--- src/rtl/dfx_shim_pkg.sv ---
// rtl/dfx_shim_pkg.sv - shared FSM state type and counter sizing for dfx_rp_shim
package dfx_shim_pkg;

    localparam int STATE_W = 3;

    typedef enum logic [STATE_W-1:0] {
        ST_RST_HOLD  = 3'd0,
        ST_SETTLE    = 3'd1,
        ST_COUPLED   = 3'd2,
        ST_DRAIN     = 3'd3,
        ST_DECOUPLED = 3'd4
    } shim_state_e;

    function automatic int cnt_width(input int rst_cycles, input int settle_cycles,
                                     input int drain_timeout);
        int m;
        m = rst_cycles;
        if (settle_cycles > m) m = settle_cycles;
        if (drain_timeout > m) m = drain_timeout;
        return $clog2(m + 1);
    endfunction

endpackage

--- src/rtl/dfx_axis_gate.sv ---
// rtl/dfx_axis_gate.sv - per-channel packet tracker and combinational isolation gate
module dfx_axis_gate #(
    parameter int DATA_W = 64
) (
    input  logic              clk,
    input  logic              resetn,
    input  logic              i_open,
    input  logic              i_clr,
    input  logic [DATA_W-1:0] s_tdata,
    input  logic              s_tvalid,
    input  logic              s_tlast,
    output logic              s_tready,
    output logic [DATA_W-1:0] m_tdata,
    output logic              m_tvalid,
    output logic              m_tlast,
    input  logic              m_tready,
    output logic              o_in_pkt,
    output logic              o_in_pkt_nxt
);

    logic r_in_pkt;
    logic w_accept;

    assign s_tready = i_open & m_tready;
    assign m_tvalid = i_open & s_tvalid;
    assign m_tlast  = i_open & s_tlast;
    assign m_tdata  = i_open ? s_tdata : '0;
    assign w_accept = s_tvalid & s_tready;
    assign o_in_pkt = r_in_pkt;

    // Lookahead value lets the FSM see a tlast accepted this cycle.
    always_comb begin
        o_in_pkt_nxt = r_in_pkt;
        if (w_accept) o_in_pkt_nxt = ~s_tlast;
    end

    always_ff @(posedge clk) begin
        if (!resetn || i_clr) r_in_pkt <= 1'b0;
        else                  r_in_pkt <= o_in_pkt_nxt;
    end

endmodule

--- src/rtl/dfx_rp_shim.sv ---
// rtl/dfx_rp_shim.sv - RP isolation/reset sequencer; DFX_SHIM_TIMEOUT_EN enables drain timeout
module dfx_rp_shim #(
    parameter int NUM_CH        = 2,
    parameter int DATA_W        = 64,
    parameter int RST_CYCLES    = 16,
    parameter int SETTLE_CYCLES = 2,
    parameter int DRAIN_TIMEOUT = 1024
) (
    input  logic                     clk_in1,
    input  logic                     ext_reset_in,
    input  logic                     decouple_req,
    output logic                     decouple_ack,
    output logic                     rp_reset_n,
    output logic                     rp_ce,
    output logic                     timeout_err,
    input  logic [NUM_CH*DATA_W-1:0] s_tdata,
    input  logic [NUM_CH-1:0]        s_tvalid,
    input  logic [NUM_CH-1:0]        s_tlast,
    output logic [NUM_CH-1:0]        s_tready,
    output logic [NUM_CH*DATA_W-1:0] m_tdata,
    output logic [NUM_CH-1:0]        m_tvalid,
    output logic [NUM_CH-1:0]        m_tlast,
    input  logic [NUM_CH-1:0]        m_tready
);
    import dfx_shim_pkg::*;

    localparam int CNT_W = cnt_width(RST_CYCLES, SETTLE_CYCLES, DRAIN_TIMEOUT);

    shim_state_e       r_state, w_next;
    logic [CNT_W-1:0]  r_cnt;
    logic [NUM_CH-1:0] w_open, w_in_pkt, w_in_pkt_nxt;
    logic              w_clr, w_to_hit;
    logic              r_ack, r_rstn, r_ce;

    assign w_open = (r_state == ST_COUPLED) ? {NUM_CH{1'b1}} :
                    (r_state == ST_DRAIN)   ? w_in_pkt : {NUM_CH{1'b0}};
    assign w_clr  = (w_next == ST_DECOUPLED) || (w_next == ST_RST_HOLD);

`ifdef DFX_SHIM_TIMEOUT_EN
    logic r_terr;
    assign w_to_hit    = (r_cnt == CNT_W'(DRAIN_TIMEOUT - 1));
    assign timeout_err = r_terr;

    // Forced exit from DRAIN with packets still open is the timeout case.
    always_ff @(posedge clk_in1) begin
        if (!ext_reset_in) r_terr <= 1'b0;
        else if (r_state == ST_DRAIN && w_next == ST_DECOUPLED && w_in_pkt_nxt != '0)
            r_terr <= 1'b1;
    end
`else
    assign w_to_hit    = 1'b0;
    assign timeout_err = 1'b0;
`endif

    always_comb begin
        w_next = r_state;
        case (r_state)
            ST_RST_HOLD:  if (r_cnt == CNT_W'(RST_CYCLES - 1))    w_next = ST_SETTLE;
            ST_SETTLE:    if (r_cnt == CNT_W'(SETTLE_CYCLES - 1)) w_next = ST_COUPLED;
            ST_COUPLED:   if (decouple_req)                       w_next = ST_DRAIN;
            ST_DRAIN: begin
                if (w_in_pkt_nxt == '0) w_next = ST_DECOUPLED;
                else if (!decouple_req) w_next = ST_COUPLED;
                else if (w_to_hit)      w_next = ST_DECOUPLED;
            end
            ST_DECOUPLED: if (!decouple_req) w_next = ST_RST_HOLD;
            default:      w_next = ST_RST_HOLD;
        endcase
    end

    always_ff @(posedge clk_in1) begin
        if (!ext_reset_in) begin
            r_state <= ST_RST_HOLD;
            r_cnt   <= '0;
            r_ack   <= 1'b1;
            r_rstn  <= 1'b0;
            r_ce    <= 1'b1;
        end else begin
            r_state <= w_next;
            r_cnt   <= (w_next != r_state) ? '0 : r_cnt + 1'b1;
            r_ack   <= (w_next == ST_RST_HOLD) || (w_next == ST_DECOUPLED);
            r_rstn  <= !((w_next == ST_RST_HOLD) || (w_next == ST_DECOUPLED));
            r_ce    <= (w_next != ST_DECOUPLED);
        end
    end

    assign decouple_ack = r_ack;
    assign rp_reset_n   = r_rstn;
    assign rp_ce        = r_ce;

    for (genvar g = 0; g < NUM_CH; g++) begin : g_ch
        dfx_axis_gate #(.DATA_W(DATA_W)) u_gate (
            .clk          (clk_in1),
            .resetn       (ext_reset_in),
            .i_open       (w_open[g]),
            .i_clr        (w_clr),
            .s_tdata      (s_tdata[g*DATA_W +: DATA_W]),
            .s_tvalid     (s_tvalid[g]),
            .s_tlast      (s_tlast[g]),
            .s_tready     (s_tready[g]),
            .m_tdata      (m_tdata[g*DATA_W +: DATA_W]),
            .m_tvalid     (m_tvalid[g]),
            .m_tlast      (m_tlast[g]),
            .m_tready     (m_tready[g]),
            .o_in_pkt     (w_in_pkt[g]),
            .o_in_pkt_nxt (w_in_pkt_nxt[g])
        );
    end

endmodule

--- config.mk ---
export PLATFORM = sky130hd
export DESIGN_NAME = dfx_rp_shim
export DESIGN_NICKNAME = d
export VERILOG_FILES = /design/src/rtl/dfx_shim_pkg.sv /design/src/rtl/dfx_axis_gate.sv /design/src/rtl/dfx_rp_shim.sv
export SDC_FILE = /design/constraint.sdc
export NUM_CORES = 1
export LEC_CHECK = 0
export ABC_AREA = 0
export CORE_AREA = 2 2 107 109
export DETAILED_ROUTE_END_ITERATION = 7
export DIE_AREA = 0 0 109 111
export PLACE_DENSITY = 0.66
export REMOVE_ABC_BUFFERS = 1
export SKIP_CTS_REPAIR_TIMING = 1
export SLEW_MARGIN = 5
export SYNTH_ARGS = -nofsm -noshare
export SYNTH_HDL_FRONTEND = slang
export SYNTH_SLANG_ARGS = --single-unit
--- constraint.sdc ---
create_clock -name clk_in1 -period 2.2 [get_ports clk_in1]
set_clock_uncertainty 0.05 [all_clocks]
set_input_delay 0.55 -clock clk_in1 [delete_from_list [all_inputs] [get_ports clk_in1]]
set_output_delay 0.55 -clock clk_in1 [all_outputs]
set_load 0.005 [all_outputs]
==> results of run 1 <==
==> routing by layer <==
metal / vias to the layer above / global-route usage [%] / routed length (um)
met5: - / 0 / 0
met4: 0 / 2.14 / 62
met1: 1335 / 21.0 / 4630
met3: 4 / 4.06 / 1180
li1: 1433 / - / -
met2: 126 / 29.4 / 5690
==> cell families after synthesis <==
logic type,Yosys count,share of synthesized area (%)
other,1,0.187
AOI/OAI and AO/OA,27,11.6
muxes,1,0.499
buffers and inverters,32,8.18
and+or+nand+nor,177,55.4
DFF,19,19.0
xor gates and xnor gates,9,3.93
adders and majority gates,2,1.25
==> power by group <==
group | switching [mW] | internal [mW]
Clock | 0.133 | 0.244
Combinational | 0.0522 | 0.224
Sequential | 0.00597 | 0.349
==> flip-flops by register name, indices dropped and copies added (netlist names) <==
register,flops
decouple_ack,1
r_cnt,11
g_ch.u_gate.o_in_pkt,2
rp_ce,1
rp_reset_n,1
r_state,3
==> cell usage after synthesis, types with 2 or more instances <==
| cell | instances |
|---|---|
| ha_1 | 2 |
| nor3_1 | 4 |
| o21a_1 | 2 |
| nand3_1 | 6 |
| inv_1 | 7 |
| clkbuf_1 | 14 |
| nand2b_1 | 2 |
| nand2_1 | 4 |
| dfxtp_1 | 19 |
| nor4_1 | 2 |
| buf_4 | 8 |
| nor2_1 | 11 |
| and2_1 | 134 |
| and3_1 | 3 |
| nand4_1 | 2 |
| xnor2_1 | 8 |
| a211oi_1 | 12 |
| a32oi_1 | 2 |
==> area by class of cell <==
| class | count | area, um2 |
|---|---|---|
| clock inverters | 1 | 5.00 |
| fillers | 1061 | 5650 |
| flip-flops and latches | 19 | 384 |
| well taps | 143 | 179 |
| inverters | 7 | 26.3 |
| clock buffers | 3 | 75.1 |
| multi-input cells | 217 | 1480 |
| repair buffers | 306 | 3280 |
==> stage by stage <==
stage	total power, mW	setup slack, ns	utilization [%]
floorplan	0.382	-0.561	-
global route	1.04	-0.300	49.0
CTS	1.01	-0.275	46.3
finish	1.01	-0.218	49.0
global placement	0.636	-0.225	45.6
detailed placement	0.638	-0.216	45.6
==> worst max path at each step <==
stage / depth (start not counted) / startpoint / endpoint / slack, ns
final: 5 / g_ch[1].u_gate.o_in_pkt / m_tdata[73] / -0.22
after global routing: 5 / g_ch[1].u_gate.o_in_pkt / m_tdata[73] / -0.30
after CTS: 6 / r_state[1] / m_tdata[18] / -0.28
after detailed placement: 3 / s_tlast[0] / m_tlast[0] / -0.22
after global placement: 3 / s_tlast[0] / m_tlast[0] / -0.22
after floorplan: 3 / r_state[2] / m_tdata[100] / -0.56
==> worst max-delay path: stages (launching register included) <==
cell	delay, ns
dfxtp_1	0.32
and2b_1	0.21
nor2_4	0.13
buf_12	0.20
and2_1	0.18
clkdlybuf4s50_1	0.51
==> flow_metrics.py, run 1 <==
metrics = {
    "cts": {
        "htreeDepth": 1,
        "clkSinkCount": 19,
        "cts_buffer_depth": 2,
        "path_clk_slew_ns": 0.05,
        "cts_made_buffers": 3,
        "cts_tree": "done",
        "clk_latency_ns": 0.25,
        "cts_root_buffer": "clkbuf_16",
    },
    "floorplanning": {
        "core_mm2": 0.0111,
        "start_util_pct": 18.1,
        "die_h_um": 111,
        "dieArea_mm2": 0.0121,
        "die_w_um": 109,
        "rows": 39,
        "io_pins": 275,
    },
    "worst_hold_path": {
        "min_path_cells": 1,
        "min-delay-start": "r_cnt[0]",
        "hp-class": "reg2reg",
        "worstHoldEndpoint": "r_cnt[0]",
    },
    "synthesis": {
        "yosys.area.top_type": "and2_1",
        "syn_inst": 268,
        "synth_area_mm2": 0.00200,
        "synth-seq-cells": 19,
        "synth.top_cell.area_share_pct": 41.8,
        "synth-edff-count": 0,
        "synth.avg_cell_area_um2": 7.48,
        "yosysSeqAreaShare_pct": 19.0,
        "ys_types": 44,
        "yosysWarnings": 0,
        "async_flop_share_pct": 0,
        "synth_ff_type": "dfxtp_1",
        "yosys-top-cells-area": "and2_1 (42%), dfxtp_1 (19%), a211oi_1 (4.5%), xnor2_1 (3.5%), buf_4 (3.0%)",
    },
    "timing": {
        "fin_crit_ns": 2.42,
        "clock.fmax_ghz": 0.413,
        "slew_viol_final": 0,
        "setup_ws_ns": -0.218,
        "setup_violations": 58,
        "finalHoldViolations": 0,
        "final.setup.tns_ns": -8.11,
        "holdWs_ns": 0.472,
        "grt_setup_unrepaired": "true",
        "finalCritPeriodShare_pct": 110,
    },
    "critical_path": {
        "rr_worst_depth": 7,
        "required_ns": 1.60,
        "crit_type": "reg2out",
        "path_max_fanout": 49,
        "crit_arrival_ns": 1.82,
        "r2r_slack_ns": 0.40,
        "reg2reg_from": "r_state[1]",
        "endpoint_kind": "primary output",
        "r2r_end": "r_state[2]",
        "critPathLaunchType": "register",
    },
    "place": {
        "port_buffers": 273,
        "gp_congestion": 0.840,
        "placedCellCount": 687,
        "dp_hpwl_um": 9770,
        "place_area_mm2": 0.00505,
    },
    "drt": {
        "wl_per_cell_um": 16.6,
        "drt-initial-drc-count": 76,
        "dr.pass1.iters": 4,
        "vias": 2898,
        "wirelength_um": 11600,
        "ant_nets": 0,
        "drcViolationCount": 0,
        "vias_per_cell": 4.16,
    },
    "grt": {
        "grt_pass1_wl_um": 15800,
        "grt_pass1_vias": 2746,
        "groute.usage.overall_pct": 16.8,
        "grt.overflow.total": 0,
        "grt_start_max_net_pins": 50,
        "antenna_found_initial": 0,
    },
    "cells_and_area": {
        "final_common_cell": "clkdlybuf4s50_1",
        "fin_cells": 696,
        "drive_above_1_share_pct": 9.58,
        "final_area_mm2": 0.00543,
        "final_cell_mix": "clkdlybuf4s50_1 (187), and2_1 (133), dlymetal6s2s_1 (86)",
        "areaGrowthSynthToFinish_pct": 171,
        "diodes": 0,
        "fin_nets": 693,
    },
    "power_and_ir_drop": {
        "ir_drop_v": 0.000510,
        "p_leak_nw": 3.59,
        "pwr_density_cell_mw_per_mm2": 186,
    },
    "status": {
        "violations": "setup timing",
        "outcome": "complete, but fails checks",
    },
    "run": {
        "cap_violations": 0,
    },
}
No activity file was read; power rests on OpenSTA's default activity.
==> inputs of run 2 (changes only) <==
- ABC_CLOCK_PERIOD_IN_PS: not set -> 2200
- SETUP_SLACK_MARGIN: not set -> 0.4
==> flow_metrics.py, run 2 (synthesized netlist as in run 1, its figures left out) <==
metrics = {
    "place": {
        "pre_cts_slack_ns": -0.216,
        "port_buffers": 273,
        "gp_congestion": 0.840,
        "dp_hpwl_um": 9770,
    },
    "drt": {
        "vias_per_cell": 4.14,
        "wl_per_cell_um": 16.6,
        "wirelength_um": 11700,
        "ant_nets": 0,
        "vias": 2908,
        "drt-initial-drc-count": 88,
        "dr.pass1.iters": 4,
        "drcViolationCount": 0,
    },
    "timing": {
        "setup_ws_ns": -0.236,
        "grt_setup_unrepaired": "true",
        "finalCritPeriodShare_pct": 111,
        "fin_crit_ns": 2.44,
        "final.setup.tns_ns": -10.46,
        "finalHoldViolations": 0,
        "setup_violations": 83,
        "slew_viol_final": 0,
        "clock.fmax_ghz": 0.410,
    },
    "cells_and_area": {
        "diodes": 0,
        "drive_above_1_share_pct": 24.5,
        "final_common_cell": "clkdlybuf4s50_1",
        "fin_nets": 700,
        "areaGrowthSynthToFinish_pct": 159,
        "regMostFlops": "r_cnt",
        "largest_register_ffs": 11,
        "final_cell_mix": "clkdlybuf4s50_1 (187), and2_1 (113), clkbuf_2 (45)",
    },
    "critical_path": {
        "critPathLaunch": "r_state[0]",
        "crit_type": "reg2out",
        "critPathLaunchType": "register",
        "path_max_fanout": 49,
        "reg2reg_from": "r_state[1]",
        "r2r_slack_ns": 0.40,
        "endpoint_kind": "primary output",
        "required_ns": 1.60,
        "crit_arrival_ns": 1.84,
    },
    "grt": {
        "grt.overflow.total": 0,
        "grt_pass1_vias": 2746,
        "grt_start_max_net_pins": 50,
        "groute.usage.overall_pct": 16.8,
        "grt_pass1_wl_um": 15800,
        "antenna_found_initial": 0,
    },
    "cts": {
        "clkSinkCount": 19,
        "clk_latency_ns": 0.25,
        "cts_buffer_depth": 2,
        "cts_made_buffers": 3,
        "htreeDepth": 1,
        "cts_root_buffer": "clkbuf_16",
        "cts_tree": "done",
        "path_clk_slew_ns": 0.05,
    },
    "floorplanning": {
        "die_h_um": 111,
        "die_w_um": 109,
        "rows": 39,
        "core_mm2": 0.0111,
        "dieArea_mm2": 0.0121,
        "io_pins": 275,
        "start_util_pct": 18.1,
    },
    "power_and_ir_drop": {
        "p_leak_nw": 2.68,
        "ir_drop_v": 0.000502,
        "fin_total_pwr_mw": 1.01,
        "pwr_density_cell_mw_per_mm2": 194,
    },
    "run": {
        "cap_violations": 0,
    },
    "status": {
        "violations": "setup timing",
        "outcome": "complete, but fails checks",
    },
    "worst_hold_path": {
        "min-delay-start": "r_cnt[0]",
        "hp-class": "reg2reg",
    },
}
run 2: path summary, 6_finish.rpt:
kind,endpoint,depth (start not counted)
hold reg to reg,r_cnt[0],1
hold / removal,r_cnt[0],1
setup / recovery,m_tdata[73],5
setup reg to reg,r_state[2],7
run 2: critical path: stages (launching register included):
cell and delay, ns:
dfxtp_4 0.35, and2b_1 0.19, nor2_4 0.13, buf_12 0.20, and2_1 0.19, clkdlybuf4s50_1 0.51
run 2: area by class of cell:
type                            count  area [um2]
Inverter                            7        28.8
Clock inverter                      1        5.00
Timing Repair Buffer              313        3000
Fill cell                        1099        5880
Multi-Input combinational cell    217        1530
Sequential cell                    19         387
Tap cell                          143         179
Clock buffer                        3        75.1
run 2: where the power goes:
part           switching, mW  total, mW  internal (mW)
logic                 0.0537      0.278          0.224
clock network          0.134      0.378          0.244
registers            0.00595      0.354          0.348
total                  0.193       1.01          0.816
run 2: layer usage:
metal  global-route usage, %  share of wire [%]  up-vias
met5                       0                  0        -
met1                    21.0                 41     1324
met3                    4.06                9.6        6
met4                    2.14               0.70        0
li1                        -                  -     1450
met2                    29.4                 49      128
run 2: per-stage QoR:
stage,instances,hold slack (ns),util [%],cell area (um2)
2_1_floorplan,243,0.422,-,1870
3_3_place_gp,687,0.440,45.6,5050
3_5_place_dp,687,0.465,45.6,5050
4_1_cts,691,0.472,46.3,5130
5_1_grt,703,0.514,46.9,5200
6_report,703,0.471,46.9,5200
